## src/rtl/uart_rx_pkg.sv

```systemverilog
// uart_rx_pkg: receiver FSM states, default bit divisor and IO register offsets
// shared by the UART receiver and the system decode.
package uart_rx_pkg;
    typedef enum logic [2:0] {IDLE, START, DATA, STOP, WAIT_HIGH} rx_state_e;
    localparam int DEFAULT_DIVISOR = 868;
    localparam logic [15:0] UART_DATA_ADDR = 16'hfe08;
    localparam logic [15:0] UART_STATUS_ADDR = 16'hfe09;
endpackage

```

## src/rtl/uart_rx_sync2.sv

```systemverilog
// uart_rx_sync2: generic two-flop synchroniser for asynchronous input pins,
// preset to RESET_VAL so an idle-high line stays idle through reset.
module uart_rx_sync2 #(
    parameter logic RESET_VAL = 1'b1
) (
    input  logic clk,
    input  logic reset_b,
    input  logic d,
    output logic q
);
    logic meta_q;
    always_ff @(posedge clk or negedge reset_b) begin
        if (!reset_b) begin
            meta_q <= RESET_VAL;
            q      <= RESET_VAL;
        end else begin
            meta_q <= d;
            q      <= meta_q;
        end
    end
endmodule

```

## src/rtl/uart_rx.sv

```systemverilog
// uart_rx: 8N1 serial receiver with a one-byte holding register and sticky
// framing/overrun status, cleared by a CPU read strobe.
module uart_rx
    import uart_rx_pkg::*;
#(
    parameter int DIVISOR = DEFAULT_DIVISOR,
    parameter int CNT_W   = 16
) (
    input  logic       clk,
    input  logic       reset_b,
    input  logic       rxd,
    input  logic       rd,
    output logic [7:0] data,
    output logic       valid,
    output logic       framing_err,
    output logic       overrun_err,
    output logic       busy
);
    localparam logic [CNT_W-1:0] HALF_LAST = CNT_W'(DIVISOR / 2 - 1);
    localparam logic [CNT_W-1:0] BIT_LAST  = CNT_W'(DIVISOR - 1);

    logic             rxd_s;
    rx_state_e        state_q, state_d;
    logic [CNT_W-1:0] cnt_q, cnt_d;
    logic [2:0]       bitidx_q, bitidx_d;
    logic [7:0]       shift_q, shift_d;
    logic             load_q, load_d;
    logic             stop_bad_q, stop_bad_d;
    logic [7:0]       data_q, data_d;
    logic             valid_q, valid_d;
    logic             fe_q, fe_d;
    logic             oe_q, oe_d;

    uart_rx_sync2 #(.RESET_VAL(1'b1)) u_sync (
        .clk     (clk),
        .reset_b (reset_b),
        .d       (rxd),
        .q       (rxd_s)
    );

    always_comb begin
        state_d    = state_q;
        cnt_d      = cnt_q + 1'b1;
        bitidx_d   = bitidx_q;
        shift_d    = shift_q;
        load_d     = 1'b0;
        stop_bad_d = stop_bad_q;
        unique case (state_q)
            IDLE: begin
                cnt_d   = '0;
                state_d = rxd_s ? IDLE : START;
            end
            START: if (cnt_q == HALF_LAST) begin
                cnt_d    = '0;
                bitidx_d = 3'd0;
                state_d  = rxd_s ? IDLE : DATA;
            end
            DATA: if (cnt_q == BIT_LAST) begin
                cnt_d            = '0;
                shift_d[bitidx_q] = rxd_s;
                bitidx_d         = bitidx_q + 3'd1;
                state_d          = (bitidx_q == 3'd7) ? STOP : DATA;
            end
            STOP: if (cnt_q == BIT_LAST) begin
                cnt_d      = '0;
                load_d     = 1'b1;
                stop_bad_d = !rxd_s;
                state_d    = rxd_s ? IDLE : WAIT_HIGH;
            end
            WAIT_HIGH: begin
                cnt_d   = '0;
                state_d = rxd_s ? IDLE : WAIT_HIGH;
            end
            default: state_d = IDLE;
        endcase
    end

    // A load in the same cycle as rd wins: the new byte stays valid and any error it raises survives.
    always_comb begin
        data_d  = load_q ? shift_q : data_q;
        valid_d = load_q | (valid_q & ~rd);
        oe_d    = (load_q & valid_q & ~rd) | (oe_q & ~rd);
        fe_d    = (load_q & stop_bad_q) | (fe_q & ~rd);
    end

    always_ff @(posedge clk or negedge reset_b) begin
        if (!reset_b) begin
            state_q    <= IDLE;
            cnt_q      <= '0;
            bitidx_q   <= '0;
            shift_q    <= '0;
            load_q     <= 1'b0;
            stop_bad_q <= 1'b0;
            data_q     <= '0;
            valid_q    <= 1'b0;
            fe_q       <= 1'b0;
            oe_q       <= 1'b0;
        end else begin
            state_q    <= state_d;
            cnt_q      <= cnt_d;
            bitidx_q   <= bitidx_d;
            shift_q    <= shift_d;
            load_q     <= load_d;
            stop_bad_q <= stop_bad_d;
            data_q     <= data_d;
            valid_q    <= valid_d;
            fe_q       <= fe_d;
            oe_q       <= oe_d;
        end
    end

    assign data        = data_q;
    assign valid       = valid_q;
    assign framing_err = fe_q;
    assign overrun_err = oe_q;
    assign busy        = (state_q != IDLE);
endmodule
```

## config.mk

```make
export PLATFORM = sky130hd
export DESIGN_NAME = uart_rx
export DESIGN_NICKNAME = d
export VERILOG_FILES = /design/src/rtl/uart_rx_pkg.sv /design/src/rtl/uart_rx_sync2.sv /design/src/rtl/uart_rx.sv
export SDC_FILE = /design/constraint.sdc
export NUM_CORES = 1
export LEC_CHECK = 0
export ABC_AREA = 1
export BUFFER_PORTS_ARGS = -buffer_cell sky130_fd_sc_hd__buf_2
export CORE_ASPECT_RATIO = 2
export CORE_MARGIN = 8
export CORE_UTILIZATION = 50
export DETAILED_ROUTE_END_ITERATION = 8
export PLACE_DENSITY_LB_ADDON = 0.25
export RECOVER_POWER = 100
export SYNTH_ARGS = -nofsm -noshare
export SYNTH_HDL_FRONTEND = slang
export SYNTH_HIERARCHICAL = 1
export SYNTH_SLANG_ARGS = --single-unit
```

## constraint.sdc

```tcl
create_clock -name clk -period 1.5 [get_ports clk]
set_input_delay 0.15 -clock clk [delete_from_list [all_inputs] [get_ports clk]]
set_output_delay 0.15 -clock clk [all_outputs]
set_load 0.1 [all_outputs]
```

# == Word-level counts from Yosys, hierarchy flattened ==
# Cells that the tools add are included.
# word_totals
latch_bits,0
elab_cells,66
register_bits,45
romBits,0
ramBits,0
inputBits,4
out_inout_bits,12
mem_count,0
# classes
addsub,2
n_eq_ne,10
shift,0
n_reduce_logical,11
n_div,0
bitwise_logic,10
mul,0
n_mux,19
order_cmp,2
# ops
operator,n
$pmux W16 S3,1
$mux W16,2
$mux W3,6
$add A16 B1 Y16 const B,1
$eq A16 B10 Y1 const B,1
$eq A16 B9 Y1 const B,1
$pmux W3 S5,1
$bwmux W8,1
$and A1 B1 Y1,6
$eq A3 B2 Y1 const B,2
$eq A3 B3 Y1 const B,2
$ne A2 B2 Y1 const B,3
$pmux W3 S2,1
$reduce_and A3 Y1,2
$mux W1,5
$lt A3 B4 Y1 const B,1
$reduce_and A2 Y1,2
$reduce_or A2 Y1,2
$add A3 B1 Y3 const B,1
$demux W1 S3,1
$eq A3 B1 Y1 const B,1
$ge A3 B1 Y1 const B,1
$logic_not A3 Y1,1
$or A1 B1 Y1,3
other kinds (6),6

# == Logic depth before layout (Yosys ltp) ==
# Gate-level depths: netlist of the first run.
# logic_depth
word_depth,5
mapped_depth,10

# == Hierarchy ==
# The synthesis of the first run kept the hierarchy.
# modules_own_cells
module,n_inst,cells_each,area_each_um2
uart_rx,1,308,2264.7
uart_rx_sync2,1,2,52.6

# == Worst setup path before layout of the first run ==
# No wires, ideal clock.
# synth_path
kind,reg2reg
start,register state_q[0]
end,register state_q[0]
setup_time_ps,65
t_arrival_ps,1633
stages_incl_launch_ff,6
synth_period_minus_slack_ps,1699
slack_ps,-199
cell_sequence,dfrtp_1 > nor2_1 > nand2_1 > o21ai_0 > nand3_1 > nand2_1
# synth_between
elab_chain_len,3
# synth_rtl
element,line_no,source
from (decl),uart_rx.sv:23,"rx_state_e state_q, state_d;"
from (signal assigned),uart_rx.sv:99,state_q <= state_d;
$eq A3 B2 Y1 or $eq A3 B1 Y1 (tied branches),uart_rx.sv:48,unique case (state_q)
$ne A2 B2 Y1 (no line),n/a,
$reduce_and A3 Y1 (no line),n/a,
# Several ways; a longest one is shown, not always the timed one.
# A chain may end at the register's enable or synchronous reset.

# == Final worst setup path of the first run ==
# layout_path
start,register cnt_q[1]
end,register cnt_q[0]
# layout_between
elab_chain_len,3
# layout_rtl
element,line_no,source
from (decl),uart_rx.sv:24,"logic [CNT_W-1:0] cnt_q, cnt_d;"
from (signal assigned),uart_rx.sv:100,cnt_q <= cnt_d;
$eq A16 B10 Y1 or $eq A16 B9 Y1 (tied branches),"uart_rx.sv:58, uart_rx.sv:64, uart_rx.sv:53",
$mux W16 (on tied branches),"uart_rx.sv:58, uart_rx.sv:64, uart_rx.sv:53",
$pmux W16 S3 *,uart_rx.sv:48,
net cnt_d[0],uart_rx.sv:24,
# The timed path passes the listed nets; every way through them passes the cells marked *.

==> metrics.yaml, run 1 <==
synthMuxAreaShare: 0
track_usage: 0.1510
rows: 35
antenna_cells: 0
min_period_over_period: 0.9721
yosysSeqAreaShare: 0.4870
max_freq_mhz: 685.8
min_to: "overrun_err"
synthTopCellsByArea: "dfrtp_1 46%, nand2_1 18%, nor2_1 8.7%, inv_1 5.0%, nand3_1 5.0%"
critPathSlowestCell: "dfrtp_1"
r2r_cells: 10
port_buffers: 15
vias: 2069
clock-skew-final_ps: 6.789
synthXorXnorAreaFrac: 0.01512
drt-initial-drc-count: 81
cp.required_ps: 1690
critPathMaxFanout: 13
die_h_um: 112.3
synth_fa_ha_area_frac: 0.02160
period_needed_ps: 1458
drive_above_1_share: 0.2028
vdd_drop_max_mv: 0.6733
fin_area_um2: 2819
grt_antenna_before_repair: 0
synth-simple-area-share: 0.3753
via_per_inst: 4.986
ys_types: 24
hold_class: "input pin to register"
rsz0062_at_grt: "true"
synth_cells: 310
maxCapViolations: 0
synth_top_area_share: 0.4644
cts_buffers: 5
grt_pass1_vias: 1930
reg2reg_from: "cnt_q[1]"
grt_max_degree: 46
placed_cells: 401
start_util: 0.5088
synth_compound_area_frac: 0.03618
wl_per_cell_um: 12.63
arrival_ps: 1650
final_antenna_net_count: 0
root_buffer: "clkbuf_8"
core-area_um2: 4554
routed_wl_um: 5243
slowest_delay_ps: 430
finalHoldViolations: 0
clockBufferDepth: 2
gp_congestion: 0.9146
whs_ps: 23.01
preCtsSetupSlack_ps: 9.136
p_leak_nw: 1.482
layout_setup_ws_ps: 41.84
path_cells: "inv_1 -> ha_1 -> nand2_1 -> nor2_1 -> nand2_1 -> nand2_4 -> nand2_4 -> nor2_4 -> buf_12 -> nor2_1"
p_per_area_nw_per_um2: 714.8
fin_cells: 415
clk_latency_ps: 300
syn_area_um2: 2317
worst_pin_slew_ps: 988.1
dpl_cell_area_um2: 2650
avgSynthCellArea_um2: 7.475
reg2reg_setup_slack_ps: 40
r2r_end: "cnt_q[0]"
die_area_um2: 7201
whs_path_depth: 2
grt_overflow: 0
status: "complete, no violations"
num_io_pins: 16
htreeDepth: 2
worstHoldStart: "rd"
relSlewSlack: 0.3413
grt_first_pass_wirelength_um: 8625
hpwl_um: 3998
post-route-util: 0.6190
drtPass1Iterations: 4
synth_warnings: 6
syn2layout_area_growth_pct: 21.65
layout_common_cells: "112 x nand2_1, 49 x nor2_1, 43 x dfrtp_1"
finalMaxSlewViolations: 0
final_common_cell: "nand2_1"
final-setup-viol-count: 0
synth_seq_cells: 45
synth_area_leader_cell: "dfrtp_1"
drc: 0
endpoint_kind: "register"
clkTransAtPathRegs_ps: 90
cts_tree: "built"
dieWidth_um: 64.14
clock_sinks: 45
synth_nets: 318
critPathLaunchType: "register"
criticalPathCategory: "register to register"
synth_top_family_by_area: "simple AND/OR/NAND/NOR gates"
num-nets-final: 367
cells by family (layout without fill, tap and decap cells):
family          count (synthesis)  after routing
compound gates                 13             13
xor+xnor                        4              4
fa+ha+maj                       4              4
buf+inv                        37             87
flops                          45             45
simple gates                  207            207
worst max path at each step:
stage,startpoint,end,slack [ps],cells after the start
after CTS,cnt_q[0],cnt_q[5],2,9
after global placement,cnt_q[0],cnt_q[0],30,9
after detailed placement,cnt_q[0],cnt_q[0],9,9
after global routing,cnt_q[1],cnt_q[13],-50,10
after floorplan,cnt_q[0],cnt_q[0],50,9
final,cnt_q[1],cnt_q[0],40,10
sequential cells by signal, indices dropped and copies added (netlist names):
register,cells
overrun_err,1
u_sync/q,1
state_q,3
load_q,1
data,8
bitidx_q,3
stop_bad_q,1
u_sync/meta_q,1
framing_err,1
shift_q,8
valid,1
cnt_q,16
worst max-delay path: cells and delay by family, from the launching register on:
kind          cells  cell delay [ps]
fa+ha+maj         1              130
flops             1              430
simple gates      7              560
buf+inv           2              220
Yosys cell counts:
master,number
nand2_1,114
nor2_1,54
dfrtp_1,43
inv_1,31
nand3_1,23
nand4_1,7
o21bai_1,5
ha_1,4
o21ai_0,4
xor2_1,4
nand2_4,3
clkbuf_1,2
dfstp_2,2
nand2_2,2
nor2_2,2
o211ai_1,2
a21oi_1,1
buf_4,1
buf_6,1
clkinv_1,1
inv_2,1
nor2_4,1
nor3_2,1
o22ai_1,1
metal layers:
metal	share of wire	global-route usage	wire length (µm)
met4	0.056	0.1114	293
met1	0.37	0.1387	1962
met2	0.55	0.2805	2862
met3	0.024	0.02592	124
met5	0	0	0
through the flow:
| stage | TNS [ps] | power, W |
|---|---|---|
| after global routing | -654.4 | 0.002094 |
| after floorplan | 0 | 0.001246 |
| after global placement | 0 | 0.001283 |
| after CTS | 0 | 0.002051 |
| final | 0 | 0.002015 |
| after detailed placement | 0 | 0.001284 |
cell type report:
| cell class | instances | area (µm²) |
|---|---|---|
| well taps | 55 | 68.82 |
| clock inverters | 3 | 21.27 |
| multi-input cells | 228 | 1085 |
| clock buffers | 5 | 68.82 |
| repair buffers | 46 | 317.8 |
| inverters | 33 | 128.9 |
| flip-flops and latches | 45 | 1129 |
| fillers | 422 | 1735 |
report_power, final:
part           switching [W]  internal (W)
clock network       0.000429      0.000331
registers         0.00000503       0.00122
logic              0.0000259    0.00000756
what timing repair did:
action / CTS / global route
endpoints found under the setup margin: 13 / 30
hold buffers: 2 / 0
buffers inserted: 0 / 4
endpoints found under the hold margin: 44 / 0
gates resized for setup: 1 / 16
pin swaps: 0 / 3
Power figures use the tool's default switching activity.
==> run 2, diff against run 1 <==
Settings changed: SETUP_SLACK_MARGIN from default to 0.4.
==> run 2 against run 1 <==
Against the previous run:
- sequential power is essentially flat
- critical path type unchanged
- largest cell class is now multi-input combinational cells
- largest power group unchanged
- critical path depth fell by 2
- first-iteration DRC count down 8.6%
- clock-buffer cell count is 1 higher
==> metrics.yaml, run 2 (synthesis gave the netlist of run 1 again) <==
status: "complete, no violations"
p_leak_nw: 1.602  # +8.1%
r2r_end: "cnt_q[11]"
layout_common_cells: "90 x nand2_1, 37 x nor2_1, 27 x dfrtp_1, 27 x buf_4, 25 x inv_1"
relSlewSlack: 0.6264  # +0.2852
finalMaxSlewViolations: 0  # unchanged
setup_tns_ps: 0  # unchanged
antenna_cells: 0  # unchanged
clock_sinks: 45  # unchanged
max_freq_mhz: 672.1  # -2.0%
top_register: "cnt_q"
final_common_cell: "nand2_1"
cp.required_ps: 1730  # +40 ps
hpwl_um: 4196  # +5.0%
wl_per_cell_um: 14.65  # +16%
clockBufferDepth: 2  # unchanged
rsz0062_at_grt: "true"
ff_latch_area_um2: 1149  # +1.8%
die_area_um2: 7201  # unchanged
cts_tree: "built"
largest_reg_flops: 16  # unchanged
finalHoldViolations: 0  # unchanged
rows: 35  # unchanged
track_usage: 0.1662  # +0.01515
vdd_drop_max_mv: 0.6385  # -5.2%
routed_wl_um: 6226  # +19%
clk_latency_ps: 300  # about the same
dieWidth_um: 64.14  # unchanged
cts_buffers: 5  # unchanged
critPathMaxFanout: 4  # -9
p_per_area_nw_per_um2: 630.9  # -12%
maxCapViolations: 0  # unchanged
critPathLaunchType: "register"
via_per_inst: 5.271  # +5.7%
whs_path_depth: 2  # unchanged
gp_congestion: 0.9012  # -1.5%
final-setup-viol-count: 0  # unchanged
clkTransAtPathRegs_ps: 90  # about the same
worst_pin_slew_ps: 562.7  # -425.4 ps
reg2reg_setup_slack_ps: 10  # -30 ps
die_h_um: 112.3  # unchanged
drive_above_1_share: 0.3811  # +0.1783
arrival_ps: 1720  # +70 ps
vias: 2240  # +8.3%
grt_max_degree: 18  # -61%
grt_pass1_vias: 2153  # +12%
num-nets-final: 377  # +2.7%
core-area_um2: 4554  # unchanged
grt_overflow: 0  # unchanged
endpoint_kind: "register"
clock-skew-final_ps: 9.911  # +3.121 ps
drt-initial-drc-count: 74  # -8.6%
hold_class: "input pin to register"
reg2reg_from: "cnt_q[5]"
power_w: 0.002016  # about the same
criticalPathCategory: "register to register"
grt_antenna_before_repair: 0  # unchanged
port_buffers: 15  # unchanged
whs_ps: 19.66  # -3.357 ps
start_util: 0.5088  # unchanged
worstHoldStart: "rd"
fillers: 370  # -12%
syn2layout_area_growth_pct: 37.90
min_to: "overrun_err"
htreeDepth: 2  # unchanged
r2r_cells: 8  # -2
final_antenna_net_count: 0  # unchanged
multi_input_area_um2: 1331  # +23%
drtPass1Iterations: 4  # unchanged
root_buffer: "clkbuf_8"
num_io_pins: 16  # unchanged
min_period_over_period: 0.9920  # +0.01986
grt_first_pass_wirelength_um: 9563  # +11%
period_needed_ps: 1488  # +29.79 ps
drc: 0  # unchanged
## run 2: cell count changes in the layout (fill, tap and decap cells not counted), sizes merged
cell,before,now
clkinvlp,1,2
buf,31,40
clkbuf,18,19
clkinv,3,2
## run 2: worst max path at each step
stage | cells past startpoint | start | endpoint | slack, ps
6_report | 8 | cnt_q[5] | cnt_q[11] | 10
5_1_grt | 7 | cnt_q[0] | cnt_q[6] | -60
4_1_cts | 8 | state_q[2] | bitidx_q[0] | 60
3_5_place_dp | 9 | cnt_q[0] | cnt_q[3] | 20
3_3_place_gp | 9 | cnt_q[12] | cnt_q[0] | 50
2_1_floorplan | 10 | cnt_q[1] | cnt_q[0] | 120
## run 2: stage by stage
stage / instances / cell area [µm²] / setup slack [ps] / utilization
2_1_floorplan: 310 / 2376 / 122.3 / -
3_3_place_gp: 396 / 2655 / 54.12 / 0.5830
3_5_place_dp: 396 / 2655 / 16.69 / 0.5830
4_1_cts: 416 / 2997 / 55.22 / 0.6580
5_1_grt: 425 / 3196 / -57.85 / 0.7016
6_report: 425 / 3196 / 12.05 / 0.7016
## run 2: layout make-up
class                   instances  share of cell area
clock buffers                   6             0.02271
clock inverters                 2            0.004699
inverters                      33             0.04190
multi-input cells             228              0.4166
flip-flops and latches         45              0.3594
well taps                      55             0.02153
repair buffers                 55              0.1316
repair inverters                1            0.001566
## run 2: worst max-delay path, cell delays in order, from the launching register on
cell      delay (ps)
dfrtp_1          440
nand2_2          110
buf_6            140
nor2_4           130
buf_4            140
nand2_1           60
o21bai_1         190
nand2_1          100
nor2_1           120
## run 2: where the power goes
group	switching [W]	internal (W)	leakage, nW
registers	0.00000503	0.00122	0.583
logic	0.0000277	0.00000848	0.982
clock network	0.000429	0.000329	0.0374
total	0.000462	0.00155	1.60
## run 2: repair_timing
| action | 4_1_cts | 5_1_grt |
|---|---|---|
| endpoints found under the hold margin | 14 | 0 |
| hold buffers | 2 | 0 |
| resized for setup | 50 | 64 |
| buffers inserted | 10 | 8 |
| setup endpoints to repair | 44 | 35 |
| gates cloned | 0 | 1 |
| pin swaps | 10 | 16 |
## run 2: layer usage
| layer | share of wire | vias up | GRT usage |
|---|---|---|---|
| li1 | - | 1083 | - |
| met1 | 0.33 | 1079 | 0.1531 |
| met2 | 0.59 | 53 | 0.3169 |
| met3 | 0.029 | 25 | 0.02493 |
| met4 | 0.048 | 0 | 0.1085 |
| met5 | 0 | - | 0 |
==> run 3, diff against run 2 <==
Settings changed: CAP_MARGIN from default to 40.
Clock period 1.5 ns to 1.3 ns, I/O delays scaled along.
==> run 3 against run 2 <==
Against the previous run:
- sequential cell count did not move
- critical path type unchanged
- core utilization rose by 3.8 points
- cell area rose by 5.4%
- clock skew fell by 7.5 ps
- the run now ends with negative setup slack left
- cell count rose by 5.2%
- routed wire length rose by 8.8%
==> metrics.yaml, run 3 (synthesis gave the netlist of run 1 again) <==
critPathLaunchType: "register"
worst_pin_slew_ps: 622.4  # +59.68 ps
p_switching_w: 0.0005147  # +11%
final-setup-viol-count: 33  # +33
dieWidth_um: 64.14  # unchanged
routed_wl_um: 6771  # +8.8%
grt_pass1_vias: 2341  # +8.7%
grt_max_degree: 46  # +28
grt_antenna_before_repair: 0  # unchanged
power_w: 0.002555  # +27%
cp.required_ps: 1490  # -240 ps
layout_setup_ws_ps: -261.5  # -273.6 ps
gp_congestion: 0.9067  # +0.61%
p_per_area_nw_per_um2: 758.3  # +20%
drive_above_1_share: 0.4005  # +0.01943
clkTransAtPathRegs_ps: 80  # about the same
via_per_inst: 5.181  # -1.7%
reg2reg_from: "cnt_q[0]"
final_antenna_net_count: 0  # unchanged
core-area_um2: 4554  # unchanged
endpoint_kind: "register"
period_needed_ps: 1562  # +73.58 ps
cts_tree: "built"
num_io_pins: 16  # unchanged
relSlewSlack: 0.5851  # -0.04138
min_period_over_period: 1.201  # +0.2092
start_util: 0.5088  # unchanged
switching_share: 0.2014  # -0.02771
max_freq_mhz: 640.4  # -4.7%
htreeDepth: 2  # unchanged
vias: 2316  # +3.4%
drc: 0  # unchanged
vdd_drop_max_mv: 0.6634  # +3.9%
maxCapViolations: 0  # unchanged
clockBufferDepth: 2  # unchanged
critPathMaxFanout: 8  # +4
syn2layout_area_growth_pct: 45.41
post-route-util: 0.7398  # +0.03819
die_area_um2: 7201  # unchanged
use_met3: 0.02592  # +0.0009970
finalHoldViolations: 0  # unchanged
finalMaxSlewViolations: 0  # unchanged
top_register: "cnt_q"
r2r_end: "shift_q[0]"
grt.met2_usage: 0.3452  # +0.02832
clock-skew-final_ps: 2.367  # -7.544 ps
clk_latency_ps: 300  # about the same
status: "finished, violations left"
criticalPathCategory: "register to register"
power_frac_clock: 0.432  # +0.056
whs_path_depth: 2  # unchanged
drt-initial-drc-count: 74  # unchanged
antenna_cells: 0  # unchanged
grt_first_pass_wirelength_um: 10520  # +10%
hpwl_um: 4213  # +0.40%
grtUsageMet1: 0.1764  # +0.02326
power_frac_comb: 0.016  # -0.002
preCtsSetupSlack_ps: -149.1  # -165.8 ps
largest_reg_flops: 16  # unchanged
reg2reg_setup_slack_ps: -260  # -270 ps
min_to: "overrun_err"
rsz0062_at_grt: "true"
p_leak_nw: 1.656  # +3.4%
drtPass1Iterations: 5  # +1
grt_overflow: 0  # unchanged
pwr-share-seq: 0.553  # -0.053
root_buffer: "clkbuf_8"
layout_common_cells: "104 x nand2_1, 51 x buf_4, 34 x nor2_1"
clock_sinks: 45  # unchanged
num-nets-final: 399  # +5.8%
p_int_w: 0.002041  # +31%
top_usage_layer: "met2"
final_common_cell: "nand2_1"
r2r_cells: 8  # unchanged
rows: 35  # unchanged
worstHoldStart: "rd"
cts_buffers: 5  # unchanged
arrival_ps: 1750  # +30 ps
hold_class: "input pin to register"
track_usage: 0.1807  # +0.01459
port_buffers: 15  # unchanged
wl_per_cell_um: 15.15  # +3.4%
die_h_um: 112.3  # unchanged
whs_ps: 4.107  # -15.55 ps
fillers: 332  # -10%
violations: "negative setup slack"
run 3: metrics by stage:
stage                     TNS (ps)  cells  instance area [µm²]
after floorplan             -733.5    310                 2392
after global placement       -2652    419                 2858
after detailed placement     -3584    419                 2858
after CTS                    -3808    441                 3372
after global routing         -7851    447                 3369
final                        -5512    447                 3369
run 3: area by class of cell:
cell class / count / area (µm²) / area share
Inverter: 33 / 132.6 / 0.03936
Timing Repair inverter: 1 / 7.507 / 0.002228
Sequential cell: 45 / 1154 / 0.3424
Tap cell: 55 / 68.82 / 0.02042
Timing Repair Buffer: 77 / 621.8 / 0.1846
Multi-Input combinational cell: 228 / 1269 / 0.3765
Clock buffer: 7 / 86.33 / 0.02562
Clock inverter: 1 / 30.03 / 0.008912
run 3: worst max path at each step:
stage          startpoint  cells past startpoint  slack [ps]          to
3_3_place_gp     cnt_q[1]                      8        -120   cnt_q[10]
2_1_floorplan    cnt_q[1]                     10         -80    cnt_q[0]
5_1_grt          cnt_q[0]                      9        -300    cnt_q[5]
4_1_cts          cnt_q[1]                     10        -150    cnt_q[3]
6_report         cnt_q[0]                      8        -260  shift_q[0]
3_5_place_dp     cnt_q[1]                     10        -150   cnt_q[12]
run 3: repair_timing:
item | in CTS | in global routing
hold buffers | 2 | 0
resized for setup | 76 | 37
cloned | 1 | 0
endpoints found under the hold margin | 44 | 0
buffers inserted | 11 | 6
endpoints found under the setup margin | 44 | 50
pin swaps | 17 | 24
run 3: critical path, stage by stage (launching register included):
cell and delay (ps):
dfrtp_2 470, ha_4 210, nand2_2 70, nor2_2 40, nand3_2 70, buf_6 140
clkinvlp_4 230, nand3_2 170, nand2_1 50
run 3: power by group through the flow:
stage	clock [W]	sequential, W	combinational (W)
6_report	0.00110	0.00141	0.0000401
3_5_place_dp	0	0.00144	0.0000423
5_1_grt	0.00116	0.00141	0.0000480
2_1_floorplan	0	0.00143	0.00000568
3_3_place_gp	0	0.00144	0.0000426
4_1_cts	0.00112	0.00141	0.0000478
run 3: per-layer routing:
| metal | vias to the layer above | routed length [µm] |
|---|---|---|
| met5 | - | 0 |
| met4 | 0 | 263 |
| met3 | 19 | 199 |
| met2 | 59 | 3839 |
| met1 | 1113 | 2469 |
| li1 | 1125 | - |
